File: src/rtl/wb_result_select.sv
// wb_result_select
//   Writeback result selector for the RISC-V datapath. Each accepted input
//   picks one of NUM_SRC result sources; valid selections are queued with
//   their destination tag in a 2-entry skid FIFO and presented on p_o /
//   p_o_tag with flag as the valid. p_o holds the last popped value when the
//   FIFO is empty. A wrapping retire counter counts pops, and bad_sel is a
//   sticky flag for out-of-range selections.
// Ports
//   clk, reset          clock, synchronous active-high reset
//   in_valid/in_ready   upstream handshake (in_ready = FIFO not full)
//   src_sel             0 = bubble, k in 1..NUM_SRC selects source k-1
//   src_data            packed sources, source k at [k*DATA_W +: DATA_W]
//   in_tag              destination tag of the offered result
//   p_o/p_o_tag/flag    FIFO head result, tag and valid
//   out_ready           downstream consumes the head when flag=1
//   retire_cnt          number of pops, modulo 2**CNT_W
//   bad_sel             sticky: src_sel > NUM_SRC accepted since reset
module wb_result_select #(
  parameter int DATA_W  = 32,
  parameter int NUM_SRC = 4,
  parameter int SEL_W   = 4,
  parameter int TAG_W   = 5,
  parameter int CNT_W   = 16
) (
  input  logic                      clk,
  input  logic                      reset,
  input  logic                      in_valid,
  output logic                      in_ready,
  input  logic [SEL_W-1:0]          src_sel,
  input  logic [NUM_SRC*DATA_W-1:0] src_data,
  input  logic [TAG_W-1:0]          in_tag,
  output logic [DATA_W-1:0]         p_o,
  output logic [TAG_W-1:0]          p_o_tag,
  output logic                      flag,
  input  logic                      out_ready,
  output logic [CNT_W-1:0]          retire_cnt,
  output logic                      bad_sel
);

  localparam logic [SEL_W-1:0] MAX_SEL = SEL_W'(NUM_SRC);

  logic [DATA_W-1:0] mem_data [2];
  logic [TAG_W-1:0]  mem_tag  [2];
  logic              wr_ptr;
  logic              rd_ptr;
  logic [1:0]        count;

  logic              accept;
  logic              sel_ok;
  logic              push;
  logic              pop;
  logic              rd_next;
  logic [1:0]        count_next;
  logic [DATA_W-1:0] sel_data;
  logic [DATA_W-1:0] head_data_next;
  logic [TAG_W-1:0]  head_tag_next;

  assign in_ready = (count != 2'd2);
  assign flag     = (count != 2'd0);
  assign accept   = in_valid & in_ready;
  assign sel_ok   = (src_sel != '0) && (src_sel <= MAX_SEL);
  assign push     = accept & sel_ok;
  assign pop      = flag & out_ready;
  assign rd_next  = rd_ptr ^ pop;

  always_comb begin
    sel_data = '0;
    for (int k = 0; k < NUM_SRC; k++) begin
      if (src_sel == SEL_W'(k + 1))
        sel_data = src_data[k*DATA_W +: DATA_W];
    end
  end

  always_comb begin
    count_next = count;
    case ({push, pop})
      2'b10:   count_next = count + 2'd1;
      2'b01:   count_next = count - 2'd1;
      default: count_next = count;
    endcase
  end

  // Head after this edge: if the slot that becomes the head is being written
  // right now, take the incoming result directly (empty push, or push+pop in ONE).
  always_comb begin
    if (push && (wr_ptr == rd_next)) begin
      head_data_next = sel_data;
      head_tag_next  = in_tag;
    end else begin
      head_data_next = mem_data[rd_next];
      head_tag_next  = mem_tag[rd_next];
    end
  end

  always_ff @(posedge clk) begin
    if (push) begin
      mem_data[wr_ptr] <= sel_data;
      mem_tag[wr_ptr]  <= in_tag;
    end
  end

  always_ff @(posedge clk) begin
    if (reset) begin
      count      <= 2'd0;
      wr_ptr     <= 1'b0;
      rd_ptr     <= 1'b0;
      p_o        <= '0;
      p_o_tag    <= '0;
      retire_cnt <= '0;
      bad_sel    <= 1'b0;
    end else begin
      count  <= count_next;
      rd_ptr <= rd_next;
      if (push)
        wr_ptr <= ~wr_ptr;
      if (pop)
        retire_cnt <= retire_cnt + 1'b1;
      // Going empty leaves p_o holding the value just popped.
      if (count_next != 2'd0) begin
        p_o     <= head_data_next;
        p_o_tag <= head_tag_next;
      end
      if (accept && (src_sel > MAX_SEL))
        bad_sel <= 1'b1;
    end
  end

endmodule

File: config.mk
export PLATFORM = sky130hd
export DESIGN_NAME = wb_result_select
export DESIGN_NICKNAME = d
export VERILOG_FILES = /design/src/rtl/wb_result_select.sv
export SDC_FILE = /design/constraint.sdc
export NUM_CORES = 1
export LEC_CHECK = 0
export CORE_ASPECT_RATIO = 0.9
export CORE_MARGIN = 4
export CORE_UTILIZATION = 30
export DETAILED_ROUTE_END_ITERATION = 10
export GPL_TIMING_DRIVEN = 0
export PLACE_DENSITY = 0.57
export SLEW_MARGIN = 5
export SYNTH_ARGS = -nofsm -noshare
export SYNTH_HDL_FRONTEND = slang
export SYNTH_SLANG_ARGS = --single-unit
File: constraint.sdc
create_clock -name clk -period 2.89 [get_ports clk]
set_input_delay 0.578 -clock clk [delete_from_list [all_inputs] [get_ports clk]]
set_output_delay 0.578 -clock clk [all_outputs]
set_load 0.01 [all_outputs]
# After elaboration in Yosys (flattened, before gate mapping)
# Memories as Yosys holds them, arrays and structs flattened. A register that Yosys moved wholly into a read port is not among the register bits.
# Cells that the tools add are included.
[word_totals]
elab_cells = 36
regBits = 21
n_memories = 2
ramBits = 74
output_inout_bits = 56
[mem_list]
columns = ["memory", "depth", "word_bits", "read_ports", "rd_clocked_by_memory_dff", "write_ports", "line", "text"]
rows = [
  ["mem_data", 2, 32, 1, 1, 1, "42", "logic [DATA_W-1:0] mem_data [2];"],
  ["mem_tag", 2, 5, 1, 1, 1, "43", "logic [TAG_W-1:0] mem_tag [2];"],
]
[op_classes]
n_mux = 7
bitwise_logic = 5
n_eq_ne = 7
addsub = 3
n_lt_le_gt_ge = 2
reduce_logical = 5
[ops]
columns = ["op", "count"]
rows = [
  ["$mux W32", 4],
  ["$add A16 B1 Y16 const B", 1],
  ["$eq A4 B2 Y1 const B", 2],
  ["$eq A4 B1 Y1 const B", 1],
  ["$eq A4 B3 Y1 const B", 1],
  ["$gt A4 B3 Y1 const B", 1],
  ["$le A4 B3 Y1 const B", 1],
  ["$pmux W2 S2", 1],
  ["$reduce_bool A2 Y1", 2],
  ["$reduce_bool A4 Y1", 1],
  ["$and A1 B1 Y1", 3],
  ["$add A2 B1 Y2 const B", 1],
  ["$eq A2 B1 Y1 const B", 1],
  ["$eq A2 B2 Y1 const B", 1],
  ["$logic_and A1 B1 Y1", 2],
  ["$mux W1", 2],
  ["$ne A2 B2 Y1 const B", 1],
  ["$sub A2 B1 Y2 const B", 1],
  ["$not A1 Y1", 1],
  ["$xor A1 B1 Y1", 1],
]

# Depth between registers and ports, before layout
# Gate-level depths: netlist (run 1).
[depth]
depth_word = 6
ltp_mapped = 11
ltp_nobuf = 8

# Least setup slack after synthesis (run 1)
# No wires, ideal clock.
[synth_path]
path_kind = "input to register"
startpoint = "in src_sel[0]"
endpoint = "mem mem_data[0][0], enable pin"
t_arrival_ps = 2682
n_path_buf = 1
setup_slack_ps = -223
required_time_ps = 2459
cell_stages = 4
path_cell_list = "buf_6 > o21ai_1 > nand4_4 > nor2_1"
[synth_via]
elab_chain_cells = 5
elab_cells_between_ends = 6
[synth_rtl]
columns = ["item", "line", "text"]
rows = [
  ["start, declared", "29", "input logic [SEL_W-1:0] src_sel,"],
  ["$le A4 B3 Y1 or $reduce_bool A4 Y1 (tied branches)", "61", "assign sel_ok = (src_sel != '0) && (src_sel <= MAX_SEL);"],
  ["$logic_and A1 B1 Y1 (*)", "61", ""],
  ["$and A1 B1 Y1 (*)", "62", "assign push = accept & sel_ok;"],
  ["$mux W1 (*)", "96", "if (push) begin"],
  ["$mux W1 (implied by the code) (*)", "97", "mem_data[wr_ptr] <= sel_data;"],
  ["end, declared", "42", ""],
]
# Every way passes the cells marked *; elsewhere a longest branch is shown, timed or not.

# Worst setup path in the final report (run 1)
[layout_path]
startpoint = "in src_sel[3]"
endpoint = "reg p_o[21] (read register of mem_data)"
[layout_via]
elab_chain_cells = 6
elab_cells_between_ends = 8
[layout_rtl]
columns = ["item", "line", "text"]
rows = [
  ["$le A4 B3 Y1 or $reduce_bool A4 Y1 (tied branches)", "61", ""],
  ["$logic_and A1 B1 Y1 (*)", "61", ""],
  ["$and A1 B1 Y1 (*)", "62", ""],
  ["$eq A2 B1 Y1 or $eq A2 B2 Y1 (tied branches)", "76", "case ({push, pop})"],
  ["$pmux W2 S2 (*)", "76", ""],
  ["$reduce_bool A2 Y1 (*)", "119", "if (count_next != 2'd0) begin"],
  ["end, declared", "32", "output logic [DATA_W-1:0] p_o,"],
]
# Marked as above.
# A chain may end at the register's enable or synchronous reset.

==> results of run 1 <==
==> per-stage QoR <==
step                worst slack, ns  std cells
floorplan                    -0.223        574
global placement              -2.02       1055
detailed placement           -0.944       1057
CTS                          0.0324       1090
global route                0.00195       1093
finish                        0.109       1093
==> cell usage in the layout (no fill, tap or decap), types with 2 or more instances in the layout <==
master / n
nand2_1: 75
nor2b_1: 2
a32o_1: 37
nand4_1: 3
buf_12: 4
dlygate4sd2_1: 2
mux2i_1: 38
clkinv_2: 4
buf_6: 8
nor2_1: 83
and2b_1: 2
nand3_1: 5
clkbuf_1: 17
clkbuf_2: 3
xor2_1: 13
nand2b_1: 39
a21oi_1: 34
buf_2: 9
clkbuf_16: 17
xnor2_1: 4
o41ai_1: 3
clkdlybuf4s50_1: 193
bufinv_16: 3
dfxtp_1: 58
nor2_4: 3
and3_1: 5
and4_1: 2
o21a_1: 2
edfxtp_1: 74
buf_4: 12
clkbuf_8: 3
o41ai_2: 29
==> cells by family after synthesis <==
logic type                 after synthesis
adders and majority gates                2
xor gates and xnor gates                19
buffers and inverters                   46
DFF                                    132
muxes                                   38
and+or+nand+nor                        229
AOI/OAI and AO/OA                      108
==> timing repair <==
action | CTS | global route
pin swaps | 1 | 1
resized for setup | 15 | 3
hold endpoints to repair | 0 | 0
buffers inserted | 1 | 3
endpoints found under the setup margin | 30 | 30
==> power by group <==
| part | switching [W] | leakage [nW] | internal [W] | total, W |
|---|---|---|---|---|
| logic | 0.000627 | 2.21 | 0.000734 | 0.00136 |
| registers | 0.0000940 | 1.17 | 0.00214 | 0.00224 |
| clock network | 0.000772 | 0.297 | 0.00142 | 0.00219 |
==> layout make-up <==
cell class | count | share of cell area
flip-flops and latches | 132 | 0.358
clock inverters | 9 | 0.0134
inverters | 1 | 0.000397
clock buffers | 23 | 0.0506
multi-input cells | 396 | 0.293
repair buffers | 201 | 0.214
well taps | 286 | 0.0379
plain buffers | 45 | 0.0329
==> metal layers <==
metal | global-route usage | part of all wire
met5 | 0 | 0
met4 | 0.0385 | 0.012
met2 | 0.287 | 0.49
met1 | 0.226 | 0.45
met3 | 0.0406 | 0.051
==> sequential cells by signal, summed over array words and instances, names as in the netlist <==
signal      flops
mem_data       64
p_o            32
retire_cnt     16
mem_tag        10
p_o_tag         5
count           2
bad_sel         1
rd_ptr          1
wr_ptr          1
==> worst paths after layout <==
check             to  depth (start not counted)
max          p_o[21]                         11
min reg2reg   p_o[5]                          1
max reg2reg  p_o[21]                         10
min           p_o[5]                          1
==> metrics.txt, run 1 <==
status=finished, final reports clean; Required @ worst endpoint=around 3.2 ns; R2R Setup Slk=0.31 ns; drt drc=0; Core Region=between 20000 and 25000 µm²; Setup crit start=src_sel[3]; number of global-route vias before repair=roughly 5700; CTS Buf Count=17; HPWL after DPL=around 15 mm; antenna violations before repair=0; type of origin of the critical path=input port; largest net degree at the start of global routing=22; number of flops mapped to enable cells by yosys=74; Congestion Overflow GR=0; crit-path most repeated cell=and2b_1; mux cell area share after synthesis=0.0594; Top-Level Pins=~200; gp weighted congestion=0.766; CP delay by family, top=buffers and inverters; fin crit share=0.962; Placed Area=between 8000 and 9000 µm²; asr flop ratio synth=0; CP Cell Sequence=clkdlybuf4s50_1 > nor2b_2 > nand4_4 > ha_4 > and2b_1 > a21oi_1 > o21a_1 > and2b_1 > buf_4 > clkbuf_4 > a32o_1; Synth Area in Adders=0.00391; design area=between 9000 and 10000 µm²; Critical Path AT=roughly 3.1 ns; Antenna diodes=0; filler cell count=between 1500 and 2000; FP Rows=50; simple-gate share of the synthesized area=0.166; PwrDens=between 600 and 700 nW/µm²; Fin Clk Skew=0.00486 ns; count leader, synth=nor2_1; RSZ-0062 raised after global routing=no; H-Tree Depth=4; MaxCap Viol Count=0; area of the multi-input gates=2770 µm²; largest area contributor in the netlist=edfxtp_1; sequential share of the synthesized area=0.528; Pwr Total=between 0.005 and 0.006 W; clock root buffer=clkbuf_16; Die Footprint=23800 µm²; final setup fails=0; worst hold slack=~0.47 ns; CTS Sinks=between 100 and 150; Max Slew Vio Count=0; register bit total from synthesis=~130; cell area after synthesis=roughly 6400 µm²; final core occ=0.452; r2r startpoint=count[0]; CTS clk-pin slew, worst paths=approximately 0.05 ns; largest family of logic cells by synthesized area=compound AO/OA/AOI/OAI gates; NumNets Final=~940; chip height=147 µm; Slew @ Worst Pin=roughly 0.74 ns; Total Routing Usage GR=0.171; XOR/XNOR share of the synthesized area=0.0293; via/cell ratio=4.89; Critical Path Sink Type=register; worst vdd ir=around 0.00031 V; fmax=between 0.3 and 0.4 GHz; first-pass GRT wire length=31.5 mm; Compound-Gate Fraction of Synth Area=0.167; area share of the largest cell type after synthesis=0.347; synth cell count leaders=nor2_1, nand2_1, edfxtp_1, dfxtp_1, nand2b_1; critical path class=in2reg; drt first pass iters=5; final setup TNS=0 ns; final wirelength=20.6 mm; hold wc startpoint=p_o[5]; width of the die=between 150 and 200 µm; area grow syn2layout=47.5%; Worst Path Buf+Inv=3; WL per Instance=between 15 and 20 µm; via count=between 5000 and 6000; critical path's slowest cell=clkdlybuf4s50_1; CP max FO=10; PortBufs=roughly 200; worst-skew pair later-pin latency=between 0.4 and 0.5 ns; Mapped Cells=approximately 570; Fin. Hold Viols=0; net count after synthesis=between 700 and 800; Cell variety after synth=about 40; Max Buffers Root-to-Sink=2; final critical-path required period=2.78 ns; Hold WC Path Type=reg2reg; CTS tree=built; top cells by area, synth=edfxtp_1, dfxtp_1, o41ai_2; relative slew slack=0.502; Avg Cell Area, Syn=11.2 µm²; Worst path max stage delay=0.53 ns; YS warnings=0; register area=~3400 µm²; Starting Density=0.307; Static Leak=about 3.7 nW; ys flop type=edfxtp_1; Hold Buf Count CTS=0; share of cells above drive strength 1=0.131; DR iter-0 viols=about 260; DRT antenna net count=0
No activity file was read; power rests on OpenSTA's default activity.
==> run 2: changes to the inputs <==
Settings changed: CAP_MARGIN set to 20, CORE_ASPECT_RATIO 0.9 to not set, CTS_CLUSTER_DIAMETER set to 60.
==> run 2 against run 1 <==
  * Combinational power about the same
  * Utilization down 0.13 points
  * Sequential power about the same
  * Global-route usage down 0.18 points
  * Setup slack worse by 0.0020 ns
  * Via count down 1.3%
  * Critical path depth unchanged
  * Register-to-register slack worse by 0.03 ns
  * Clock power up 2%
  * Final cell count down 1.1%
  * Clock skew up 0.0044 ns
==> metrics.txt, run 2 (synthesis results as in run 1) <==
Slew @ Worst Pin=0.692 ns; Starting Density=0.305; FP Rows=53; design area=around 9500 µm²; largest net degree at the start of global routing=21; status=finished, final reports clean; Core Region=21000 µm²; first-pass GRT wire length=approximately 31 mm; NumNets Final=approximately 940; r2r startpoint=count[0]; Worst Path Buf+Inv=3; drt drc=0; Max Slew Vio Count=0; Largest register FFs=64; CP Cell Sequence=clkdlybuf4s50_1 > nor2b_2 > nand4_4 > ha_4 > and2b_1 > a21oi_1 > o21a_1 > and2b_1 > buf_4 > clkbuf_4 > a32o_1; drt first pass iters=4; fin crit share=0.963; Worst path max stage delay=0.49 ns; Top-Level Pins=between 150 and 200; Critical Path AT=3.07 ns; Largest regs=mem_data x64, p_o x32, retire_cnt x16; Required @ worst endpoint=3.18 ns; critical path's slowest cell=clkdlybuf4s50_1; H-Tree Depth=4; CP Depth=11; MaxCap Viol Count=0; CP delay by family, top=buffers and inverters; largest register by flop count=mem_data; Static Leak=about 3.7 nW; Total Routing Usage GR=0.169; HPWL after DPL=about 15 mm; Hold WC Path Type=reg2reg; CTS Buf Count=17; final setup fails=0; commonest non-fill, non-tap cell in the layout=clkdlybuf4s50_1; worst hold path stage count=1; CTS tree=built; gp weighted congestion=roughly 0.8; most frequent cells in the layout=clkdlybuf4s50_1, nor2_1, nand2_1; width of the die=between 150 and 200 µm; RR Endpoint=p_o[20]; WL per Instance=18.9 µm; Fin. Hold Viols=0; via/cell ratio=between 4 and 5; area grow syn2layout=47.9%; Setup crit start=in_valid; number of global-route vias before repair=approximately 5600; share of cells above drive strength 1=0.133; Post-Layout Cell Count=1081; area of the multi-input gates=~2800 µm²; Congestion Overflow GR=0; relative slew slack=0.537; DR iter-0 viols=between 300 and 400; placed cell count=1046; final core occ=0.451; Critical Path Sink Type=register; Placed Area=roughly 8800 µm²; register area=roughly 3400 µm²; final critical-path required period=approximately 2.8 ns; critical path class=in2reg; antenna violations before repair=3; Fin Clk Skew=approximately 0.009 ns; PwrDens=~610 nW/µm²; type of origin of the critical path=input port; worst vdd ir=roughly 0.00038 V; Die Footprint=between 20000 and 25000 µm²; CTS clk-pin slew, worst paths=around 0.06 ns; final wirelength=between 20 and 25 mm; Register-to-Register Path Depth=10; clock root buffer=clkbuf_16; fmax=0.359 GHz; via count=5280; RSZ-0062 raised after global routing=no; chip height=around 150 µm; hold wc startpoint=p_o[25]; filler cell count=about 1900; DRT antenna net count=0; PortBufs=195; R2R Setup Slk=0.28 ns; CP max FO=10; worst-skew pair later-pin latency=~0.41 ns; crit-path most repeated cell=and2b_1; hold endpoint=p_o[25]; CTS Sinks=132; Max Buffers Root-to-Sink=2
-- run 2: changes by cell type in the layout (fill, tap and decap cells not counted), sizes merged --
| cell | previous run | this run |
|---|---|---|
| bufinv | 3 | 1 |
| diode | 0 | 1 |
| clkinvlp | 1 | 0 |
| dlymetal6s2s | 0 | 1 |
| inv | 1 | 3 |
| clkbuf | 41 | 44 |
| clkdlybuf4s50 | 193 | 192 |
| buf | 33 | 29 |
-- run 2: per-layer routing --
layer,up-vias,share of wire,track usage
met5,-,0.0010,0
met4,4,0.012,0.0412
li1,2538,-,-
met3,19,0.057,0.0521
met1,2571,0.44,0.211
met2,148,0.49,0.287
-- run 2: per-stage QoR --
step           power, W  setup TNS [ns]  setup WS (ns)  hold WS, ns
2_1_floorplan   0.00295          -16.53         -0.223        0.500
3_3_place_gp    0.00358         -164.48          -1.90        0.452
3_5_place_dp    0.00362          -29.54         -0.949        0.458
4_1_cts         0.00589               0        0.00372        0.471
5_1_grt         0.00609               0         0.0222        0.491
6_report        0.00582               0          0.107        0.468
-- run 2: cell type report --
cell class,instances,area share
Multi-Input combinational cell,396,0.292
Clock buffer,24,0.0586
Tap cell,275,0.0363
Timing Repair Buffer,199,0.213
Antenna cell,1,0.000264
Inverter,1,0.000396
Buffer,45,0.0333
Clock inverter,8,0.00859
Sequential cell,132,0.357
-- run 2: what timing repair did --
item                       in CTS  in global routing
gates cloned                    0                  0
setup endpoints to repair      30                 30
hold buffers                    0                  0
pin swaps                       1                  1
setup buffers                   1                  1
resized for setup              16                  2
-- run 2: worst max-delay path by stage --
stage | endpoint | slack, ns
6_report | p_o[20] | 0.11
5_1_grt | p_o[13] | 0.02
3_5_place_dp | p_o[3] | -0.95
2_1_floorplan | mem_data[0][0] | -0.22
4_1_cts | p_o[19] | 0.004
3_3_place_gp | mem_data[0][3] | -1.90
-- run 2: power breakdown --
group	switching [W]	total, W	internal [W]
sequential	0.0000844	0.00223	0.00214
combinational	0.000620	0.00136	0.000739
clock	0.000800	0.00224	0.00144
total	0.00150	0.00582	0.00432
-- run 2: worst reg2reg max path: cells and delay by family, from the launching register on --
kind,cells,cell delay [ns]
AND/OR/NAND/NOR,4,0.84
AO/OA/AOI/OAI,3,0.53
flip-flops,1,0.43
buffers and inverters,2,0.39
adder cells (fa/ha/maj),1,0.30
==> run 3: changes to the inputs <==
--- a/config.mk
+++ b/config.mk
@@ -10,2 +10,3 @@
 export CORE_UTILIZATION = 30
+export CTS_BUF_LIST = sky130_fd_sc_hd__clkbuf_4 sky130_fd_sc_hd__clkbuf_8
 export CTS_CLUSTER_DIAMETER = 60
@@ -14,3 +15,3 @@
 export PLACE_DENSITY = 0.57
-export SLEW_MARGIN = 5
+export SLEW_MARGIN = 20
 export SYNTH_ARGS = -nofsm -noshare
--- a/constraint.sdc
+++ b/constraint.sdc
@@ -3,2 +3,2 @@
 set_output_delay 0.578 -clock clk [all_outputs]
-set_load 0.01 [all_outputs]
+set_load 0.005 [all_outputs]
==> run 3 against run 2 <==
  * Clock skew is 0.0015 ns higher
  * Utilization is 0.83 points lower
  * First-iteration DRC count is 4.6% higher
  * Sequential share of layout area is 0.67 points higher
  * Clock power is 21% lower
  * Power is 8.8% lower
  * Routed wire length is 0.33% higher
  * Setup slack better by 0.044 ns
  * Worst hold slack better by 0.0052 ns
  * Register-to-register slack hardly changed
  * Largest power group is now registers
==> metrics.txt, run 3 (synthesis results as in run 1) <==
Required @ worst endpoint=3.22 ns; width of the die=between 150 and 200 µm; Max Slew Vio Count=0; relative slew slack=0.535; CTS Sinks=132; Largest regs=mem_data x64, p_o x32, retire_cnt x16; DRT antenna net count=0; drt drc=0; PwrDens=between 500 and 600 nW/µm²; critical path class=in2reg; Max Buffers Root-to-Sink=2; number of global-route vias before repair=between 5000 and 6000; most frequent cells in the layout=clkdlybuf4s50_1, nor2_1, nand2_1; first-pass GRT wire length=~32 mm; Placed Area=8770 µm²; Hold WC Path Type=reg2reg; Critical Path AT=roughly 3 ns; HPWL after DPL=between 10 and 15 mm; CP Cell Sequence=clkdlybuf4s50_1 > nor2b_2 > nand4_4 > ha_4 > and2b_1 > a21oi_1 > o21a_1 > and2b_1 > buf_4 > clkbuf_4 > a32o_1; Congestion Overflow GR=0; gp weighted congestion=approximately 0.80; MaxCap Viol Count=0; via/cell ratio=approximately 5; worst-skew pair later-pin latency=0.44 ns; share of cells above drive strength 1=0.133; largest register by flop count=mem_data; Top-Level Pins=roughly 200; Critical Path Sink Type=register; design area=9300 µm²; Total Routing Usage GR=0.171; CTS Buf Count=17; final core occ=0.442; chip height=154 µm; worst setup margin=~0.15 ns; clock root buffer=clkbuf_8; status=finished, final reports clean; largest net degree at the start of global routing=21; critical path's slowest cell=clkdlybuf4s50_1; worst vdd ir=0.000262 V; CTS tree=built; CTS clk-pin slew, worst paths=roughly 0.08 ns; DR iter-0 viols=316; RSZ-0062 raised after global routing=no; drt first pass iters=4; crit-path most repeated cell=and2b_1; Fin Clk Skew=between 0.01 and 0.015 ns; Fin. Hold Viols=0; Slew @ Worst Pin=roughly 0.70 ns; commonest non-fill, non-tap cell in the layout=clkdlybuf4s50_1; DP Worst Slack=-0.949 ns; type of origin of the critical path=input port; H-Tree Depth=4; antenna violations before repair=3; via count=~5300; PortBufs=around 200; Core Region=~21000 µm²; NumNets Final=approximately 940; Pwr Total=about 0.0053 W; Starting Density=0.305; Static Leak=between 3 and 4 nW; CP max FO=10; fin crit share=0.948; Die Footprint=~24000 µm²; final setup fails=0; Hold Buf Count CTS=0; Worst path max stage delay=between 0.4 and 0.5 ns; WL per Instance=roughly 19 µm; fmax=around 0.37 GHz; final setup TNS=0 ns; Largest register FFs=64; area grow syn2layout=45.2%; final critical-path required period=roughly 2.7 ns; final wirelength=between 20 and 25 mm; FP Rows=53
==> run 3: changes by cell type in the layout (fill, tap and decap cells not counted), sizes merged <==
| cell | delta |
|---|---|
| buf | +1 |
| bufinv | +3 |
| clkbuf | -4 |
| dlygate4sd2 | -1 |
| dlymetal6s2s | +1 |
==> run 3: timing repair <==
item                                    in CTS  in global routing
buffers inserted                             1                  1
pin swaps                                    1                  1
endpoints found under the setup margin      30                 30
gates resized for setup                     13                  5
==> run 3: final timing paths <==
path / start / endpoint / slack, ns / cells past startpoint
worst max-delay path: in_valid / p_o[26] / 0.15 / 11
worst min-delay path: p_o[25] / p_o[25] / 0.47 / 1
worst max register to register: count[1] / p_o[26] / 0.29 / 10
worst min register to register: p_o[25] / p_o[25] / 0.47 / 1
==> run 3: per-stage QoR <==
step           hold slack [ns]  std cells
5_1_grt                  0.496       1081
4_1_cts                  0.476       1079
6_report                 0.473       1081
3_3_place_gp             0.452       1044
3_5_place_dp             0.458       1046
2_1_floorplan            0.461        574
==> run 3: cell type report <==
cell class,count,area [µm²]
Buffer,45,313
Fill cell,1937,11700
Inverter,1,3.75
Sequential cell,132,3380
Antenna cell,1,2.50
Clock buffer,21,289
Multi-Input combinational cell,396,2770
Timing Repair Buffer,199,2030
Tap cell,275,344
Clock inverter,11,171
==> run 3: where the power goes <==
group	switching (W)	leakage (nW)	internal (W)
Sequential	0.0000845	1.17	0.00214
Clock	0.000735	0.237	0.00104
Combinational	0.000573	2.22	0.000736
Total	0.00139	3.63	0.00391
==> run 3: critical path: cells and delay by family <==
kind	cells	cell delay [ns]
compound gates	3	0.53
fa+ha+maj	1	0.30
buf+inv	3	0.88
simple gates	4	0.78
==> run 3: metal layers <==
| metal | part of all wire | global-route usage | routed length (µm) | up-vias |
|---|---|---|---|---|
| li1 | - | - | - | 2531 |
| met1 | 0.44 | 0.213 | 8970 | 2566 |
| met5 | 0.0011 | 0 | 23 | - |
| met3 | 0.057 | 0.0498 | 1160 | 24 |
| met4 | 0.016 | 0.0450 | 329 | 4 |
| met2 | 0.49 | 0.289 | 9990 | 160 |
